<file path="config.mk">
export PLATFORM = sky130hd
export DESIGN_NAME = dff_bank_arbiter_flat
export DESIGN_NICKNAME = d
export VERILOG_FILES = /design/src/rtl/dff_bank_arbiter_pkg.sv /design/src/rtl/dff_bank_arbiter_if.sv /design/src/rtl/dff_bank_arbiter_rr_pick.sv /design/src/rtl/dff_bank_arbiter.sv /design/src/flat_wrapper.sv
export SDC_FILE = /design/constraint.sdc
export NUM_CORES = 1
export LEC_CHECK = 0
export ABC_AREA = 1
export CORE_MARGIN = 2
export CORE_UTILIZATION = 45
export CTS_CLUSTER_DIAMETER = 50
export CTS_CLUSTER_SIZE = 8
export DETAILED_ROUTE_END_ITERATION = 8
export GPL_ROUTABILITY_DRIVEN = 0
export MAX_ROUTING_LAYER = met4
export PLACE_DENSITY = 0.86
export SYNTH_ARGS = -nofsm -noshare
export SYNTH_HDL_FRONTEND = slang
export SYNTH_HIERARCHICAL = 1
export SYNTH_SLANG_ARGS = --single-unit
</file>
<file path="constraint.sdc">
create_clock -name clk -period 1.87 [get_ports clk]
set_input_delay 0.2805 -clock clk [delete_from_list [all_inputs] [get_ports clk]]
set_output_delay 0.2805 -clock clk [all_outputs]
set_load 0.005 [all_outputs]
</file>
<file path="src/rtl/dff_bank_arbiter_pkg.sv">
// Shared types and defaults for the register-bank arbiter.
// Latency: n/a (declarations only).
// Backpressure: n/a.
package dff_arb_pkg;

   typedef enum logic [1:0] {
      IDLE  = 2'b00,
      GRANT = 2'b01,
      GAP   = 2'b10
   } arb_state_e;

   localparam int DEF_NUM_REQ  = 3;
   localparam int DEF_WIDTH    = 6;
   localparam int DEF_MAX_HOLD = 4;

   // Bits needed to index n items; never less than one bit.
   function automatic int idx_w(input int n);
      return (n > 1) ? $clog2(n) : 1;
   endfunction

endpackage

</file>
<file path="src/rtl/dff_bank_arbiter_if.sv">
// Requester-side bus of the register-bank arbiter: requests, write data, clear, grant and bank outputs.
// Latency: n/a (wiring only).
// Backpressure: requesters hold req until they see their gnt bit; the bank has no stall.
interface dff_bank_arbiter_if import dff_arb_pkg::*; #(
   parameter int NUM_REQ = DEF_NUM_REQ,
   parameter int WIDTH   = DEF_WIDTH
);
   localparam int OW = idx_w(NUM_REQ);

   logic [NUM_REQ-1:0]       req;
   logic [NUM_REQ*WIDTH-1:0] wdata;
   logic                     clr;
   logic [NUM_REQ-1:0]       gnt;
   logic [OW-1:0]            owner;
   logic [WIDTH-1:0]         q;
   logic                     busy;

   modport master (output req, wdata, clr, input gnt, owner, q, busy);
   modport slave  (input req, wdata, clr, output gnt, owner, q, busy);

endinterface

</file>
<file path="src/rtl/dff_bank_arbiter_rr_pick.sv">
// Combinational round-robin picker: first set req bit searching upward from start, wrapping.
// Latency: zero cycles (pure combinational).
// Backpressure: none; any=0 when no request is set.
module rr_pick import dff_arb_pkg::*; #(
   parameter int NUM_REQ = DEF_NUM_REQ,
   parameter int OW      = idx_w(NUM_REQ)
) (
   input  logic [NUM_REQ-1:0] req,
   input  logic [OW-1:0]      start,
   output logic               any,
   output logic [OW-1:0]      winner
);

   // Walk the search order backwards so the last hit is the one closest to start.
   always_comb begin
      int idx;
      any    = 1'b0;
      winner = '0;
      idx    = 0;
      for (int i = NUM_REQ - 1; i >= 0; i--) begin
         idx = (int'(start) + i) % NUM_REQ;
         if (req[idx]) begin
            any    = 1'b1;
            winner = OW'(idx);
         end
      end
   end

endmodule

</file>
<file path="src/rtl/dff_bank_arbiter.sv">
// Round-robin owner of one shared register bank; the granted requester loads its wdata every cycle.
// Latency: gnt one edge after req; first bank load one edge after gnt; one GAP cycle between owners.
// Backpressure: an owner is cut after MAX_HOLD loads only while another requester waits.
module dff_bank_arbiter import dff_arb_pkg::*; #(
   parameter int NUM_REQ  = DEF_NUM_REQ,
   parameter int WIDTH    = DEF_WIDTH,
   parameter int MAX_HOLD = DEF_MAX_HOLD
) (
   input logic               clk,
   input logic               reset,
   dff_bank_arbiter_if.slave bus
);

   localparam int OW = idx_w(NUM_REQ);
   localparam int HW = idx_w(MAX_HOLD);
   localparam logic [HW-1:0] HOLD_MAX = HW'(MAX_HOLD - 1);
   localparam logic [OW-1:0] LAST_IDX = OW'(NUM_REQ - 1);

   arb_state_e         state_q, state_d;
   logic [NUM_REQ-1:0] gnt_q, gnt_d;
   logic [OW-1:0]      owner_q, owner_d;
   logic [OW-1:0]      rr_q, rr_d;
   logic [HW-1:0]      hold_q, hold_d;
   logic [WIDTH-1:0]   q_q, q_d;

   logic               pick_any;
   logic [OW-1:0]      pick_win;
   logic               own_req;
   logic               others;
   logic [OW-1:0]      rr_after_owner;

   // One picker serves both the IDLE and GAP arbitration paths.
   rr_pick #(.NUM_REQ(NUM_REQ), .OW(OW)) u_pick (
      .req    (bus.req),
      .start  (rr_q),
      .any    (pick_any),
      .winner (pick_win)
   );

   assign own_req        = bus.req[owner_q];
   assign others         = |(bus.req & ~gnt_q);
   assign rr_after_owner = (owner_q == LAST_IDX) ? '0 : owner_q + OW'(1);

   // Next-state, grant, hold counter and bank load; clr overrides any load in every state.
   always_comb begin
      state_d = state_q;
      gnt_d   = gnt_q;
      owner_d = owner_q;
      rr_d    = rr_q;
      hold_d  = hold_q;
      q_d     = q_q;
      case (state_q)
         IDLE, GAP: begin
            if (pick_any) begin
               state_d           = GRANT;
               gnt_d             = '0;
               gnt_d[pick_win]   = 1'b1;
               owner_d           = pick_win;
               hold_d            = '0;
            end else begin
               state_d = IDLE;
               gnt_d   = '0;
            end
         end
         GRANT: begin
            if (hold_q != HOLD_MAX) hold_d = hold_q + HW'(1);
            if (!own_req) begin
               // Owner released: leave without loading.
               state_d = GAP;
               gnt_d   = '0;
               rr_d    = rr_after_owner;
            end else begin
               q_d = bus.wdata[int'(owner_q)*WIDTH +: WIDTH];
               // Hold limit only bites when someone else is waiting; this edge is the last load.
               if (hold_q == HOLD_MAX && others) begin
                  state_d = GAP;
                  gnt_d   = '0;
                  rr_d    = rr_after_owner;
               end
            end
         end
         default: begin
            state_d = IDLE;
            gnt_d   = '0;
         end
      endcase
      if (bus.clr) q_d = '0;
   end

   // State and bank registers with asynchronous active-low reset.
   always_ff @(posedge clk or negedge reset) begin
      if (!reset) begin
         state_q <= IDLE;
         gnt_q   <= '0;
         owner_q <= '0;
         rr_q    <= '0;
         hold_q  <= '0;
         q_q     <= '0;
      end else begin
         state_q <= state_d;
         gnt_q   <= gnt_d;
         owner_q <= owner_d;
         rr_q    <= rr_d;
         hold_q  <= hold_d;
         q_q     <= q_d;
      end
   end

   assign bus.gnt   = gnt_q;
   assign bus.owner = owner_q;
   assign bus.q     = q_q;
   assign bus.busy  = (state_q != IDLE);

endmodule
</file>
<file path="src/flat_wrapper.sv">
// flat-port wrapper written by rule: the top's interface ports become plain ports
module dff_bank_arbiter_flat import dff_arb_pkg::*;
#(
   parameter int NUM_REQ  = DEF_NUM_REQ,
   parameter int WIDTH    = DEF_WIDTH,
   parameter int MAX_HOLD = DEF_MAX_HOLD
)
  (clk, reset, bus_req, bus_wdata, bus_clr, bus_gnt, bus_owner, bus_q, bus_busy);
  dff_bank_arbiter_if #(.NUM_REQ(NUM_REQ), .WIDTH(WIDTH)) bus_i ();
  input logic clk;
  input logic reset;
  input wire logic [$bits(bus_i.req)-1:0] bus_req;
  input wire logic [$bits(bus_i.wdata)-1:0] bus_wdata;
  input wire logic [$bits(bus_i.clr)-1:0] bus_clr;
  output wire logic [$bits(bus_i.gnt)-1:0] bus_gnt;
  output wire logic [$bits(bus_i.owner)-1:0] bus_owner;
  output wire logic [$bits(bus_i.q)-1:0] bus_q;
  output wire logic [$bits(bus_i.busy)-1:0] bus_busy;
  assign bus_i.req = bus_req;
  assign bus_i.wdata = bus_wdata;
  assign bus_i.clr = bus_clr;
  assign bus_gnt = bus_i.gnt;
  assign bus_owner = bus_i.owner;
  assign bus_q = bus_i.q;
  assign bus_busy = bus_i.busy;
  dff_bank_arbiter #(.NUM_REQ(NUM_REQ), .WIDTH(WIDTH), .MAX_HOLD(MAX_HOLD)) u_core (.clk(clk), .reset(reset), .bus(bus_i));
endmodule
</file>
After elaboration in Yosys (flattened, before gate mapping)

Cells that the tools add are included.
W data, S select, Z words.

Add/subtract/negate cells: 4
Bitwise gates (word level): 2
Divide/modulo/power cells: 3
Reductions and logical operators: 13
Multipliers: 1
$lt $le $gt $ge: 6
Equal/unequal tests: 9
Shift-type cells: 1
Muxes and demuxes: 36

Operators by type and width:

| operator                | count |
|---|---|
| $lt A32 B4 Y1 const B   | 3 |
| $mod A32 B3 Y32 const B | 2 |
| $mod A3 B3 Y32 const B  | 1 |
| $shiftx A18 B32 Y6      | 1 |
| $mux W2                 | 10 |
| $mux W6                 | 3 |
| $mux W1                 | 12 |
| $mux W3                 | 3 |
| $bmux W1 S2             | 4 |
| $pmux W2 S2             | 2 |
| $reduce_bool A2 Y1      | 4 |
| $eq A2 B2 Y1 const B    | 3 |
| $lt A2 B3 Y1 const B    | 2 |
| $pmux W3 S2             | 1 |
| $reduce_and A2 Y1       | 3 |
| $add A2 B1 Y2 const B   | 2 |
| $mul A2 B2 Y4 const B   | 1 |
| $ne A2 B1 Y1 const B    | 2 |
| $ne A2 B2 Y1 const B    | 2 |
| $add A2 B1 Y3 const B   | 1 |
| $add A2 B2 Y3 const B   | 1 |
| $and A3 B3 Y3           | 1 |
| $ne A3 B3 Y1 const B    | 1 |
| $not A3 Y3              | 1 |
| other kinds (8)         | 9 |

Input port bits: 24
Output and inout bits: 12
Register bits after elaboration: 17
Logic and storage cells: 81

Depth between registers and ports, before layout

Depth after elaboration: 14
Gate-level depth with buffers: 13
Gate-level depth less buffers: 13

Modules after synthesis

The synthesis kept the hierarchy.

By module, submodules not included:

| module           | times used | area each (um2) | sequential area each (um2) | cells an instance |
|---|---|---|---|---|
| dff_bank_arbiter | 1          | 917.1           | 425.4                      | 120 |
| rr_pick          | 1          | 195.2           | 0.0                        | 39 |

Worst setup path after synthesis

OpenSTA, ideal clock, no wires.

Kind: flip-flop to flip-flop
From: register u_core.rr_q[0]
To: register u_core.hold_q[0]
Arrival time: 1.574 ns
Period minus slack after synthesis: 1.700 ns
Stages on the path, launching flop included: 12
Required time: 1.743 ns
Path slack: 0.170 ns
Library setup time: 0.127 ns
Path buffers: 0
Cells stage by stage: dfrtp_1 inv_1 ha_1 inv_1 nor3_1 a21oi_1 nand4_1 inv_1 nor2_1 a21oi_1 nand2_1 o21ai_0

Cells in the longest elaborated chain, start to end: 10
Elaborated cells on any way between the ends: 19
Classes of those cells: 2 x add/sub; 3 x div; 1 x eq/ne; 12 x mux; 1 x reduce/logical

Ends and longest elaborated chain:

| what                                       | line                           | text |
|---|---|---|
| from (decl)                                | dff_bank_arbiter.sv:22         | `logic [OW-1:0] rr_q, rr_d;` |
| from (signal assigned)                     | dff_bank_arbiter.sv:103        | `rr_q <= rr_d;` |
| $add A2 B2 Y3                              | dff_bank_arbiter_rr_pick.sv:21 | `idx = (int'(start) + i) % NUM_REQ;` |
| $mod A32 B3 Y32                            | dff_bank_arbiter_rr_pick.sv:21 |  |
| $bmux W1 S2                                | dff_bank_arbiter_rr_pick.sv:22 | `if (req[idx]) begin` |
| $mux W1 (implied by the code) (2 in a row) | dff_bank_arbiter_rr_pick.sv:22 |  |
| $mux W1 (2 in a row)                       | dff_bank_arbiter_rr_pick.sv:22 |  |
| $mux W1 (*)                                | dff_bank_arbiter_rr_pick.sv:22 |  |
| via u_core.pick_any                        | dff_bank_arbiter.sv:26         | `logic pick_any;` |
| $ne A2 B1 Y1 (no line) (*)                 | n/a                            |  |
| $reduce_and A3 Y1 (no line) (*)            | n/a                            |  |
| to (signal assigned)                       | dff_bank_arbiter.sv:104        | `hold_q <= hold_d;` |
| to (decl)                                  | dff_bank_arbiter.sv:23         | `logic [HW-1:0] hold_q, hold_d;` |

Mark *: on every way through the listed nets, which the timed path passes. The rest lies on a longest branch. The select of a mux whose other input is x is not followed.
A chain may end at the register's enable or synchronous reset.

Worst setup path after layout

From: register u_core.owner_q[1], in the netlist u_core/bus.owner[1]
To: output bus_owner[1]

RTL lines:

| what                   | line                    | text |
|---|---|---|
| from (decl)            | dff_bank_arbiter.sv:21  | `logic [OW-1:0] owner_q, owner_d;` |
| from (signal assigned) | dff_bank_arbiter.sv:102 | `owner_q <= owner_d;` |
| to (decl)              | flat_wrapper.sv:16      | `output wire logic [$bits(bus_i.owner)-1:0] bus_owner;` |

No word-level cell between the ends.

==> results.rst <==
.. list-table::
   :header-rows: 1

   * - Metric
     - Value
   * - CP required
     - 1.59 ns
   * - Final Non-Filler Cells
     - 232
   * - Least-Margin Pin Slew
     - 0.437 ns
   * - Cell type with the highest aggregate area in the netlist
     - sky130_fd_sc_hd__dfrtp_1
   * - Dominant delay contributor by cell family on the critical path
     - flip-flops
   * - Height of the die
     - 53.7 um
   * - CP max stage cell
     - sky130_fd_sc_hd__dfrtp_1
   * - Sequential area share after synthesis
     - 0.382
   * - Class of the most critical hold timing path
     - in2async
   * - Number of clock sinks
     - 17
   * - Total placed cells including tap cells
     - 226
   * - WP buf/inv
     - 1
   * - Clock Tree Root
     - sky130_fd_sc_hd__clkbuf_4
   * - PortBufs
     - 35
   * - Largest net degree at the start of global routing
     - 18
   * - Critical path type
     - reg2out
   * - Clock slew seen by the registers of the worst setup and hold paths
     - 0.11 ns
   * - Width of the die
     - 53.7 um
   * - Worst hold-check slack
     - 0.300 ns
   * - Number of DRC violations after detailed-routing iteration 0
     - 18
   * - Maximum count of clock buffers along a single path
     - 2
   * - Peak per-stage delay on the critical path
     - 0.63 ns
   * - Post-Syn Area per Cell
     - 7.00 um2
   * - Detail Route Antenna Nets
     - 0
   * - First-pass GRT wire length
     - 4740 um
   * - Final-report hold violation count
     - 0
   * - Commonest non-fill, non-tap cell in the layout
     - sky130_fd_sc_hd__nand2_1
   * - Area of the multi-input gates
     - 623 um2
   * - Fin crit share
     - 0.957
   * - Cell chain of the critical path
     - clkdlybuf4s50_1
   * - Largest voltage drop on the vdd net
     - 1030 uV
   * - Number of CTS-inserted buffers
     - 3
   * - DRC errors left
     - 0
   * - Count of synthesis-stage warnings from yosys
     - 6
   * - Final layout net count
     - 231
   * - Diode insertion count for antenna repair
     - 0
   * - Tmin final
     - 1.79 ns
   * - Outcome
     - finished clean
   * - Yosys reg bits
     - 17
   * - Fraction of final layout cells sized beyond drive strength 1
     - 0.134
   * - P_leak
     - 0.807 nW
   * - Via count of the first global-routing pass
     - 1094
   * - Count of fill cells added during filler insertion
     - 217
   * - Site row count
     - 18
   * - Fraction of post-synthesis cell area in the top cell type by area
     - 0.382
   * - Detailed placer's ending HPWL
     - 2270 um
   * - Worst endpoint data arrival time
     - 1.51 ns
   * - Headroom to the max-slew limit
     - 0.708
   * - Area Growth Syn to Fin
     - 42.3%
   * - Critical-path maximum fanout
     - 11
   * - Post-Syn Nets
     - 187
   * - CTS tree
     - yes
   * - Final setup vio count
     - 0
   * - Combined global-route utilization of all metal layers
     - 0.229
   * - Total die area
     - 0.00289 mm2
   * - Via count
     - 1206
   * - 1st-pass router iterations
     - 4
   * - Number of cells produced by synthesis
     - 159
   * - Kind of start point of the critical path
     - register
   * - Maximum frequency from static timing analysis
     - 559 MHz
   * - Clock H-tree levels
     - 1
   * - Core region area
     - 0.00241 mm2
   * - Leading cell types by total area after synthesis
     - sky130_fd_sc_hd__dfrtp_1, sky130_fd_sc_hd__nand2_1, sky130_fd_sc_hd__nand3_1
   * - Footprint of the flip-flops and latches
     - 425 um2
   * - Clock latency at the later pin of the worst-skew pair
     - 0.29 ns
   * - Boundary pin count
     - 36
   * - Critical Path Sink Type
     - primary output
   * - Max cap viols
     - 0
   * - Netlist Area Pre-Place
     - 0.00111 mm2
   * - Highest-count cells in the layout ignoring fill and taps
     - sky130_fd_sc_hd__nand2_1, sky130_fd_sc_hd__clkdlybuf4s50_1, sky130_fd_sc_hd__nand3_1, sky130_fd_sc_hd__inv_1, sky130_fd_sc_hd__dfrtp_1
   * - Number of pins with negative max-slew slack in the final report
     - 0
   * - Total Wirelength
     - 2950 um
   * - Detailed-route wire length per cell
     - 12.7 um
   * - Total overflow reported by the global router
     - 0
   * - Setup Skew
     - 0.0158 ns
   * - DR vias/cell
     - 5.20
   * - Antenna violations before repair
     - 0
   * - Initial cell density of the core
     - 0.462
   * - Number of unique standard cell types used by synthesis
     - 21
   * - P per Cell Area
     - 1430 mW/mm2
[final cells by class]
cell class | instances | area share
clock buffers | 4 | 0.0166
repair buffers | 40 | 0.245
inverters | 22 | 0.0522
multi-input cells | 119 | 0.394
flip-flops and latches | 17 | 0.269
well taps | 30 | 0.0237
[kinds of logic (layout without fill, tap and decap cells)]
group | count (synthesis) | after routing | synth area share
flip-flops | 17 | 17 | 0.382
adder cells (fa/ha/maj) | 4 | 4 | 0.0450
AO/OA/AOI/OAI | 10 | 10 | 0.0484
buffers and inverters | 23 | 66 | 0.0844
AND/OR/NAND/NOR | 105 | 105 | 0.440
[what timing repair did]
item,in CTS,in global routing
hold buffers,0,0
setup endpoints to repair,0,6
hold endpoints to repair,0,0
buffers inserted,0,2
resized for setup,0,7
[power by group]
part           switching, mW  internal [mW]
sequential             0.127          0.504
combinational          0.795          0.634
clock                  0.114         0.0830
[sequential cells by signal (all words and copies together) (netlist names)]
name              count
u_core/bus.gnt        3
u_core/bus.owner      2
u_core/bus.q          6
u_core/hold_q         2
u_core/rr_q           2
u_core/state_q        2
[stage by stage]
step	util	setup WS (ns)	setup TNS, ns	instance area [um2]	power (mW)
finish	0.657	0.0813	0	1580	2.26
global route	0.657	-0.0478	-0.140	1580	2.46
CTS	0.638	0.0818	0	1540	2.13
detailed placement	0.627	0.0447	0	1510	1.93
global placement	0.627	0.121	0	1510	1.87
floorplan	-	0.170	0	1110	1.45
[cell usage after synthesis]
library cell	count
sky130_fd_sc_hd__nand2_1	57
sky130_fd_sc_hd__nor2_1	4
sky130_fd_sc_hd__ha_1	4
sky130_fd_sc_hd__inv_2	3
sky130_fd_sc_hd__nand3_1	33
sky130_fd_sc_hd__buf_6	1
sky130_fd_sc_hd__nand3_2	1
sky130_fd_sc_hd__or2_2	1
sky130_fd_sc_hd__nand2_2	2
sky130_fd_sc_hd__o21ai_1	3
sky130_fd_sc_hd__nand2_4	1
sky130_fd_sc_hd__inv_1	19
sky130_fd_sc_hd__nor2_4	1
sky130_fd_sc_hd__nor3_1	1
sky130_fd_sc_hd__nor2_2	2
sky130_fd_sc_hd__a21oi_2	1
sky130_fd_sc_hd__a21oi_1	3
sky130_fd_sc_hd__dfrtp_1	17
sky130_fd_sc_hd__nand4_1	1
sky130_fd_sc_hd__o21ai_0	3
sky130_fd_sc_hd__nor2_8	1
[path summary, 6_finish.rpt]
kind	startpoint	end	slack, ns	cells after the start
max reg2reg	u_core/rr_q[1]	u_core/bus.owner[0]	0.09	12
min reg2reg	u_core/hold_q[1]	u_core/hold_q[1]	0.51	2
min in group clk	u_core/hold_q[1]	u_core/hold_q[1]	0.51	2
max in group asynchronous	reset	u_core/bus.q[1]	1.36	2
max	u_core/bus.owner[1]	bus_owner[1]	0.08	1
min	reset	u_core/bus.q[2]	0.30	2
[metal layers]
metal | up-vias | global-route usage | part of all wire
met5 | - | - | 0
met4 | 0 | 0.0385 | 0.015
met3 | 6 | 0.0556 | 0.048
met2 | 33 | 0.396 | 0.52
met1 | 570 | 0.271 | 0.42
li1 | 597 | - | -
Note: power is estimated with default switching activity, not from simulation.
